`src/rtl/midi_decoder.sv`:
```
// MIDI byte-stream parser producing note on/off events with a 2-stage output pipeline.
// Ports: clk, reset (sync active-low), midi_byte/byte_valid in; note_on, note, octave,
// channel, velocity, output_valid out. Macro MIDI_DECODER_RUNNING_STATUS_EN enables
// running status; without it every completed message returns the parser to IDLE.
module midi_decoder #(
   parameter logic [6:0]  MIDI_NOTE_BASE = 7'h00,
   parameter logic [15:0] CHANNEL_MASK   = 16'hFFFF
) (
   input  logic       clk,
   input  logic       reset,
   input  logic [7:0] midi_byte,
   input  logic       byte_valid,
   output logic       note_on,
   output logic [3:0] note,
   output logic [1:0] octave,
   output logic [3:0] channel,
   output logic [6:0] velocity,
   output logic       output_valid
);

`ifdef MIDI_DECODER_RUNNING_STATUS_EN
   localparam logic RS_EN = 1'b1;
`else
   localparam logic RS_EN = 1'b0;
`endif

   localparam logic [2:0] IDLE     = 3'd0;
   localparam logic [2:0] NOTE_KEY = 3'd1;
   localparam logic [2:0] NOTE_VEL = 3'd2;
   localparam logic [2:0] SKIP     = 3'd3;
   localparam logic [2:0] SYSEX    = 3'd4;

   logic [2:0] state_q, state_d;
   logic [1:0] cnt_q, cnt_d;
   logic       rs_valid_q, rs_valid_d;
   logic       st_on_q, st_on_d;
   logic       st_one_q, st_one_d;
   logic [3:0] st_ch_q, st_ch_d;
   logic [6:0] key_q, key_d;

   logic       s1_valid_q, s1_valid_d;
   logic       s1_on_q, s1_on_d;
   logic [6:0] s1_key_q, s1_key_d;
   logic [6:0] s1_vel_q, s1_vel_d;
   logic [3:0] s1_ch_q, s1_ch_d;

   logic       out_valid_q, out_valid_d;
   logic       out_on_q, out_on_d;
   logic [3:0] out_note_q, out_note_d;
   logic [1:0] out_oct_q, out_oct_d;
   logic [3:0] out_ch_q, out_ch_d;
   logic [6:0] out_vel_q, out_vel_d;

   logic [7:0] k;
   logic [7:0] rem;
   logic [1:0] oct;
   logic       keep;

   // Parser and stage 1
   always_comb begin
      state_d    = state_q;
      cnt_d      = cnt_q;
      rs_valid_d = rs_valid_q;
      st_on_d    = st_on_q;
      st_one_d   = st_one_q;
      st_ch_d    = st_ch_q;
      key_d      = key_q;
      s1_valid_d = 1'b0;
      s1_on_d    = s1_on_q;
      s1_key_d   = s1_key_q;
      s1_vel_d   = s1_vel_q;
      s1_ch_d    = s1_ch_q;
      if (byte_valid) begin
         if (midi_byte[7]) begin
            // 0xF8-0xFF are realtime and leave the parser untouched
            if (midi_byte[7:3] != 5'b11111) begin
               st_on_d  = midi_byte[4];
               st_ch_d  = midi_byte[3:0];
               st_one_d = 1'b0;
               unique case (midi_byte[7:4])
                  4'h8, 4'h9: begin
                     state_d    = NOTE_KEY;
                     rs_valid_d = 1'b1;
                  end
                  4'hA, 4'hB, 4'hE: begin
                     state_d    = SKIP;
                     cnt_d      = 2'd2;
                     rs_valid_d = 1'b1;
                  end
                  4'hC, 4'hD: begin
                     state_d    = SKIP;
                     cnt_d      = 2'd1;
                     st_one_d   = 1'b1;
                     rs_valid_d = 1'b1;
                  end
                  default: begin
                     rs_valid_d = 1'b0;
                     unique case (midi_byte[3:0])
                        4'h0: state_d = SYSEX;
                        4'h1, 4'h3: begin
                           state_d = SKIP;
                           cnt_d   = 2'd1;
                        end
                        4'h2: begin
                           state_d = SKIP;
                           cnt_d   = 2'd2;
                        end
                        default: state_d = IDLE;
                     endcase
                  end
               endcase
            end
         end else begin
            unique case (state_q)
               NOTE_KEY: begin
                  key_d   = midi_byte[6:0];
                  state_d = NOTE_VEL;
               end
               NOTE_VEL: begin
                  s1_valid_d = 1'b1;
                  s1_on_d    = st_on_q && (midi_byte[6:0] != 7'd0);
                  s1_key_d   = key_q;
                  s1_vel_d   = midi_byte[6:0];
                  s1_ch_d    = st_ch_q;
                  state_d    = RS_EN ? NOTE_KEY : IDLE;
               end
               SKIP: begin
                  if (cnt_q == 2'd1) begin
                     // system common messages never re-arm
                     if (RS_EN && rs_valid_q) begin
                        state_d = SKIP;
                        cnt_d   = st_one_q ? 2'd1 : 2'd2;
                     end else begin
                        state_d = IDLE;
                     end
                  end else begin
                     cnt_d = cnt_q - 2'd1;
                  end
               end
               default: ;
            endcase
         end
      end
   end

   // Stage 2: range check, channel filter, octave/note split
   always_comb begin
      k    = {1'b0, s1_key_q} - {1'b0, MIDI_NOTE_BASE};
      keep = s1_valid_q && (s1_key_q >= MIDI_NOTE_BASE)
             && (k < 8'd48) && CHANNEL_MASK[s1_ch_q];
      if (k < 8'd12) begin
         oct = 2'd0;
         rem = k;
      end else if (k < 8'd24) begin
         oct = 2'd1;
         rem = k - 8'd12;
      end else if (k < 8'd36) begin
         oct = 2'd2;
         rem = k - 8'd24;
      end else begin
         oct = 2'd3;
         rem = k - 8'd36;
      end
      out_valid_d = keep;
      out_on_d    = out_on_q;
      out_note_d  = out_note_q;
      out_oct_d   = out_oct_q;
      out_ch_d    = out_ch_q;
      out_vel_d   = out_vel_q;
      if (keep) begin
         out_on_d   = s1_on_q;
         out_note_d = rem[3:0];
         out_oct_d  = oct;
         out_ch_d   = s1_ch_q;
         out_vel_d  = s1_vel_q;
      end
   end

   always_ff @(posedge clk) begin
      if (!reset) begin
         state_q     <= IDLE;
         cnt_q       <= 2'd0;
         rs_valid_q  <= 1'b0;
         st_on_q     <= 1'b0;
         st_one_q    <= 1'b0;
         st_ch_q     <= 4'd0;
         key_q       <= 7'd0;
         s1_valid_q  <= 1'b0;
         s1_on_q     <= 1'b0;
         s1_key_q    <= 7'd0;
         s1_vel_q    <= 7'd0;
         s1_ch_q     <= 4'd0;
         out_valid_q <= 1'b0;
         out_on_q    <= 1'b0;
         out_note_q  <= 4'd0;
         out_oct_q   <= 2'd0;
         out_ch_q    <= 4'd0;
         out_vel_q   <= 7'd0;
      end else begin
         state_q     <= state_d;
         cnt_q       <= cnt_d;
         rs_valid_q  <= rs_valid_d;
         st_on_q     <= st_on_d;
         st_one_q    <= st_one_d;
         st_ch_q     <= st_ch_d;
         key_q       <= key_d;
         s1_valid_q  <= s1_valid_d;
         s1_on_q     <= s1_on_d;
         s1_key_q    <= s1_key_d;
         s1_vel_q    <= s1_vel_d;
         s1_ch_q     <= s1_ch_d;
         out_valid_q <= out_valid_d;
         out_on_q    <= out_on_d;
         out_note_q  <= out_note_d;
         out_oct_q   <= out_oct_d;
         out_ch_q    <= out_ch_d;
         out_vel_q   <= out_vel_d;
      end
   end

   assign output_valid = out_valid_q;
   assign note_on      = out_on_q;
   assign note         = out_note_q;
   assign octave       = out_oct_q;
   assign channel      = out_ch_q;
   assign velocity     = out_vel_q;

endmodule

```
`config.mk`:
```
export PLATFORM = sky130hd
export DESIGN_NAME = midi_decoder
export DESIGN_NICKNAME = d
export VERILOG_FILES = /design/src/rtl/midi_decoder.sv
export SDC_FILE = /design/constraint.sdc
export NUM_CORES = 1
export LEC_CHECK = 0
export ABC_CLOCK_PERIOD_IN_PS = 1300
export CAP_MARGIN = 10
export CORE_MARGIN = 5
export CORE_UTILIZATION = 49
export CTS_CLUSTER_SIZE = 40
export DETAILED_ROUTE_END_ITERATION = 7
export GPL_TIMING_DRIVEN = 1
export HOLD_SLACK_MARGIN = 0.05
export PLACE_DENSITY = 0.87
export SYNTH_ARGS = -nofsm -noshare
export SYNTH_HDL_FRONTEND = slang
export SYNTH_SLANG_ARGS = --single-unit
```
`constraint.sdc`:
```
create_clock -name clk -period 1.3 [get_ports clk]
set_input_delay 0.195 -clock clk [delete_from_list [all_inputs] [get_ports clk]]
set_output_delay 0.195 -clock clk [all_outputs]
set_load 0.02 [all_outputs]
```
# [Word-level counts from Yosys, hierarchy flattened]
# Memories as Yosys holds them, arrays and structs flattened. A register that Yosys moved wholly into a read port is not among the register bits.
# Index checks and enable logic that the tools add are counted.
[classes] bitwise=3 n_eq_ne=20 magnitude_cmp=6 reduce_logical=20 n_mux=22 addsub=4
[op_table] cell="== test 4 bit, second input constant" n=7
[op_table] cell="two-way mux 4 bit" n=5
[op_table] cell="less-than comparator 7 x 6 -> 1 bit, second input constant" n=2
[op_table] cell="two-way mux 2 bit" n=6
[op_table] cell="case mux 3 bit (2 select lines)" n=2
[op_table] cell="two-way mux 3 bit" n=3
[op_table] cell="case mux 3 bit (3 select lines)" n=1
[op_table] cell="AND reduction 3 bit" n=3
[op_table] cell="OR reduction 3 bit" n=3
[op_table] cell="== test 4 x 2 -> 1 bit, second input constant" n=2
[op_table] cell="subtractor 4 bit, second input constant" n=2
[op_table] cell=">= comparator 7 x 1 -> 1 bit, second input constant" n=1
[op_table] cell="less-than comparator 7 x 4 -> 1 bit, second input constant" n=1
[op_table] cell="less-than comparator 7 x 5 -> 1 bit, second input constant" n=1
[op_table] cell="nonzero test 7 bit" n=1
[op_table] cell="== test 3 x 2 -> 1 bit, second input constant" n=2
[op_table] cell="case mux 2 bit (3 select lines)" n=1
[op_table] cell="AND reduction 6 bit" n=1
[op_table] cell="OR reduction 2 bit" n=3
[op_table] cell="less-than comparator 4 x 5 -> 1 bit, second input constant" n=1
[op_table] cell="!= test 5 x 1 -> 1 bit, second input constant" n=1
[op_table] cell="!= test 5 bit, second input constant" n=1
[op_table] cell="OR reduction 5 bit" n=1
[op_table] cell="== test 4 x 1 -> 1 bit, second input constant" n=1
[op_table] cell="15 further kinds" n=23
[word_totals] rom_bits=16 mem_count=1 reg_bits=56
[memory_table] memory="(name not given)" words=16 word_bits=1 rd=1 rd_clocked_by_memory_dff=1 write_ports=0 line_no="150" text="&& (k < 8'd48) && CHANNEL_MASK[s1_ch_q];"

# [Longest topological paths before layout]
# Gate-level depths: netlist of run 1.
[depth] ltp_word=6 depth_mapped=6 ltp_nobuf=5

# [Worst setup path before layout of run 1]
# No wires, ideal clock.
[synth_path] kind="input-to-reg" from="in midi_byte[3]" to="reg s1_on_q" slack_ns=-0.076 arrival_time_ns=1.249 n_path_buf=0 required_ns=1.172 setup_ns=0.128 stages=4 cell_sequence="or4_1 o41a_2 mux2i_1 nor2_1"
[synth_between] elab_chain_cells=2
[synth_rtl] item="start, declared" line_no="11" text="input logic [7:0] midi_byte,"
[synth_rtl] item="nonzero test 7 bit" line_no="121" text="s1_on_d = st_on_q && (midi_byte[6:0] != 7'd0);"
[synth_rtl] item="logical AND 1 bit" line_no="121"
[synth_rtl] item="end signal, assigned" line_no="208" text="s1_on_q <= s1_on_d;"
[synth_rtl] item="end, declared" line_no="42" text="logic s1_on_q, s1_on_d;"
# Every way passes these cells.
# A chain may end at the register's enable or synchronous reset.

# [Worst setup path in the final report of run 1]
[layout_path] from="reg state_q[2]" to="reg s1_vel_q[6]"
[layout_between] elab_chain_cells=2
[layout_rtl] item="start, declared" line_no="33" text="logic [2:0] state_q, state_d;"
[layout_rtl] item="start signal, assigned" line_no="200" text="state_q <= state_d;"
[layout_rtl] item="== test 3 x 2 -> 1 bit" line_no="114" text="unique case (state_q)"
[layout_rtl] item="AND reduction 3 bit (no line)"
[layout_rtl] item="end signal, assigned" line_no="210" text="s1_vel_q <= s1_vel_d;"
[layout_rtl] item="end, declared" line_no="44" text="logic [6:0] s1_vel_q, s1_vel_d;"
# Every way passes these cells.

==> results of run 1 <==
==> per-layer routing <==
metal | up-vias | track usage | routed length (um) | part of all wire
li1 | 1038 | - | - | -
met1 | 1037 | 0.263 | 2680 | 0.43
met2 | 48 | 0.361 | 3250 | 0.52
met3 | 11 | 0.0454 | 251 | 0.040
met4 | 0 | 0.0704 | 92 | 0.015
met5 | - | 0 | 0 | 0
==> worst paths after layout <==
kind	slack [ns]	end
setup / recovery	-0.09	s1_vel_q[6]
hold reg to reg	0.46	velocity[2]
hold / removal	0.30	key_q[3]
setup reg to reg	-0.09	s1_vel_q[6]
==> power by group through the flow <==
stage          clock network [W]  registers (W)  logic (W)
2_1_floorplan                  0        0.00179   0.000149
3_3_place_gp                   0        0.00180   0.000297
3_5_place_dp                   0        0.00180   0.000300
4_1_cts                 0.000967        0.00175   0.000354
5_1_grt                  0.00105        0.00176   0.000403
6_report                0.000966        0.00175   0.000377
==> final cells by class <==
type | count | area share
clock buffers | 8 | 0.0275
inverters | 7 | 0.00803
multi-input cells | 184 | 0.379
flip-flops and latches | 56 | 0.347
well taps | 54 | 0.0206
repair buffers | 75 | 0.218
==> metrics by stage <==
| step | TNS (ns) | worst slack, ns | instances |
|---|---|---|---|
| 2_1_floorplan | -0.0761 | -0.0761 | 262 |
| 3_3_place_gp | -17.40 | -0.523 | 363 |
| 3_5_place_dp | -17.53 | -0.556 | 363 |
| 4_1_cts | -1.43 | -0.120 | 382 |
| 5_1_grt | -3.31 | -0.158 | 384 |
| 6_report | -1.48 | -0.0902 | 384 |
==> logic make-up after synthesis <==
family                     after synthesis  synth area share
adders and majority gates                1           0.00535
xor gates and xnor gates                 1           0.00375
buffers and inverters                   22            0.0412
and+or+nand+nor                         94             0.179
DFF                                     56             0.480
AOI/OAI and AO/OA                       53             0.141
muxes                                   35             0.150
==> worst max-delay path, delay by kind of cell, from the launching register on <==
family | cells | cell delay [ns]
and+or+nand+nor | 3 | 0.39
DFF | 1 | 0.38
buffers and inverters | 2 | 0.29
muxes | 1 | 0.22
==> timing repair <==
item | 4_1_cts | 5_1_grt
resized for setup | 54 | 20
endpoints found under the setup margin | 58 | 53
buffers inserted | 9 | 3
pin swaps | 10 | 15
cloned | 3 | 0
==> registers in the layout, summed over array words and instances (netlist names) <==
register      count
cnt_q             2
s1_valid_q        1
s1_vel_q          7
velocity          7
state_q           3
output_valid      1
channel           4
key_q             7
note_on           1
st_ch_q           4
st_on_q           1
s1_ch_q           4
s1_key_q          7
note              4
octave            2
s1_on_q           1
==> layout by cell type, fill, tap and decap left out, types with 3 or more instances in the layout <==
cell type,count
nor2_1,34
nand2_1,39
inv_1,6
mux2i_1,33
buf_4,30
buf_6,11
buf_12,3
dfxtp_1,51
a21oi_1,21
dlygate4sd2_1,25
dfxtp_4,3
o21ai_0,11
clkbuf_8,6
==> impl_metrics.tcl, run 1 <==
set metrics [dict create \
    setup.worst_path.start "state_q[2]" \
    critical_path.slowest_cell "dfxtp_4" \
    area_growth_syn_to_layout_pct 40.0 \
    cts_hold_buffers 0 \
    timing.final.crit_period_ns 1.39 \
    total_power_w 0.00310 \
    crit_fanout 6 \
    yosys_warnings 0 \
    place_hpwl_mm 3.86 \
    grt_pass1_wl_mm 10.4 \
    gr-total-overflow 0 \
    violated_checks "negative setup slack" \
    numClockSinks 56 \
    hold_path_depth 4 \
    postSynthRegisterBits 56 \
    cp-start-kind "flop" \
    irDropWorstVdd_uv 904 \
    timing_worst_slew_pin_value_ns 0.334 \
    synth_top_cells_by_count "dfxtp_1 (56), nand2_1 (39), mux2i_1 (35)" \
    count_of_nets_after_finishing 341 \
    hold_start "midi_byte[3]" \
    synth_top_cell_by_area "dfxtp_1" \
    avg_cell_area_syn_sq_um 8.92 \
    cts_tree "yes" \
    clk_path_buf_depth 2 \
    wl_per_cell_um 16.3 \
    relative_slew_slack 0.776 \
    finalWirelength_mm 6.27 \
    syn_inst 262 \
    power.density_nw_per_um2 946 \
    drt_first_iter_violations 215 \
    fin_hold_ws_ns 0.303 \
    first_global_vias 2108 \
    die-area_sq_um 6250 \
    fillers 367 \
    buffer_ports.inserted 29 \
    worst-setup-path-type "reg -> reg" \
    die_y_um 79.1 \
    synth.top_cells.by_area "dfxtp_1 (48%), mux2i_1 (15%), nand2_1 (6.3%)" \
    final_layout_size_suffix_gt1_frac 0.248 \
    detail_route.first_pass.iterations 4 \
    hold_viol_final 0 \
    via_count_normalized_by_instance_count 5.56 \
    maximum_number_of_pins_on_one_net_before_global_route_repair 48 \
    final_core_util 0.698 \
    finalSetupViolations 27 \
    stdcell_area_sq_um 3270 \
    worst_r2r_startpoint "state_q[2]" \
    maximum_frequency_from_static_timing_analysis_ghz 0.719 \
    numCtsBuffers 5 \
    grt_util_all_layers 0.211 \
    synthDistinctLibCells 40 \
    period_share 1.07 \
    die_w_um 79.1 \
    start_util 0.498 \
    cell_internal_pwr_w 0.00237 \
    timing.critical_path.arrival_ns 1.60 \
    static-leakage-power_nw 1.32 \
    ant_nets 0 \
    antenna_found_initial 0 \
    final.setup_skew_ns 0.0122 \
    synth_flop_cell "dfxtp_1" \
    yosys.cell_count.top_type "dfxtp_1" \
    top_level_ports 30 \
    switching_share 0.236 \
    power_frac_clock 0.312 \
    route.detailed.drc 0 \
    worst_setup_hold_path_clk_slew_ns 0.10 \
    worstPathCellList "nor2b_4 -> nor3b_4 -> buf_6 -> buf_16 -> mux2i_4 -> nor2_1" \
    worstSetupEndpointType "flop" \
    worst_skew_pair.late_latency_ns 0.31 \
    synth.cell_area_sq_um 2340 \
    crit_required_ns 1.51 \
    combinational_power_share 0.122 \
    cts.htree.levels 2 \
    r2r_cells 6 \
    mappedNetlistNets 274 \
    final.setup.worst_slack_ns -0.0902 \
    routabilityCongestion 0.867 \
    cp_slowest_stage_delay_ns 0.38 \
    core.rowCount 25 \
    status "complete, but fails checks" \
    sequential_cell_area_sq_um 1130 \
    antenna_cells 0 \
    synth_largest_type_area_fraction 0.480 \
    number_of_enable_type_register_cells_in_the_synthesized_netlist 0 \
    cap_viol_max_count 0 \
    detailroute.via_count 2134 \
    multi_input_area_sq_um 1240 \
    hp-class "in -> reg" \
    async_reset_ff_frac 0 \
    floorplan.core_area_sq_um 4690 \
    clk_root_buffer_cell "clkbuf_8" \
    power.share.sequential 0.566 \
    seq_area_frac_synth 0.480 \
    placed_cell_area_sq_um 2920 \
    p_switching_w 0.000731 \
    rsz0062_at_grt "true" \
    slew_viol_final 0 \
]
No activity file was read; power rests on OpenSTA's default activity.
==> inputs of run 2 (changes only) <==
HOLD_SLACK_MARGIN = 0.02   (was 0.05)
SLEW_MARGIN = 20   (was unset)
==> results of run 2 <==
No change in the layout: final DEF, timing and power equal those of run 1.
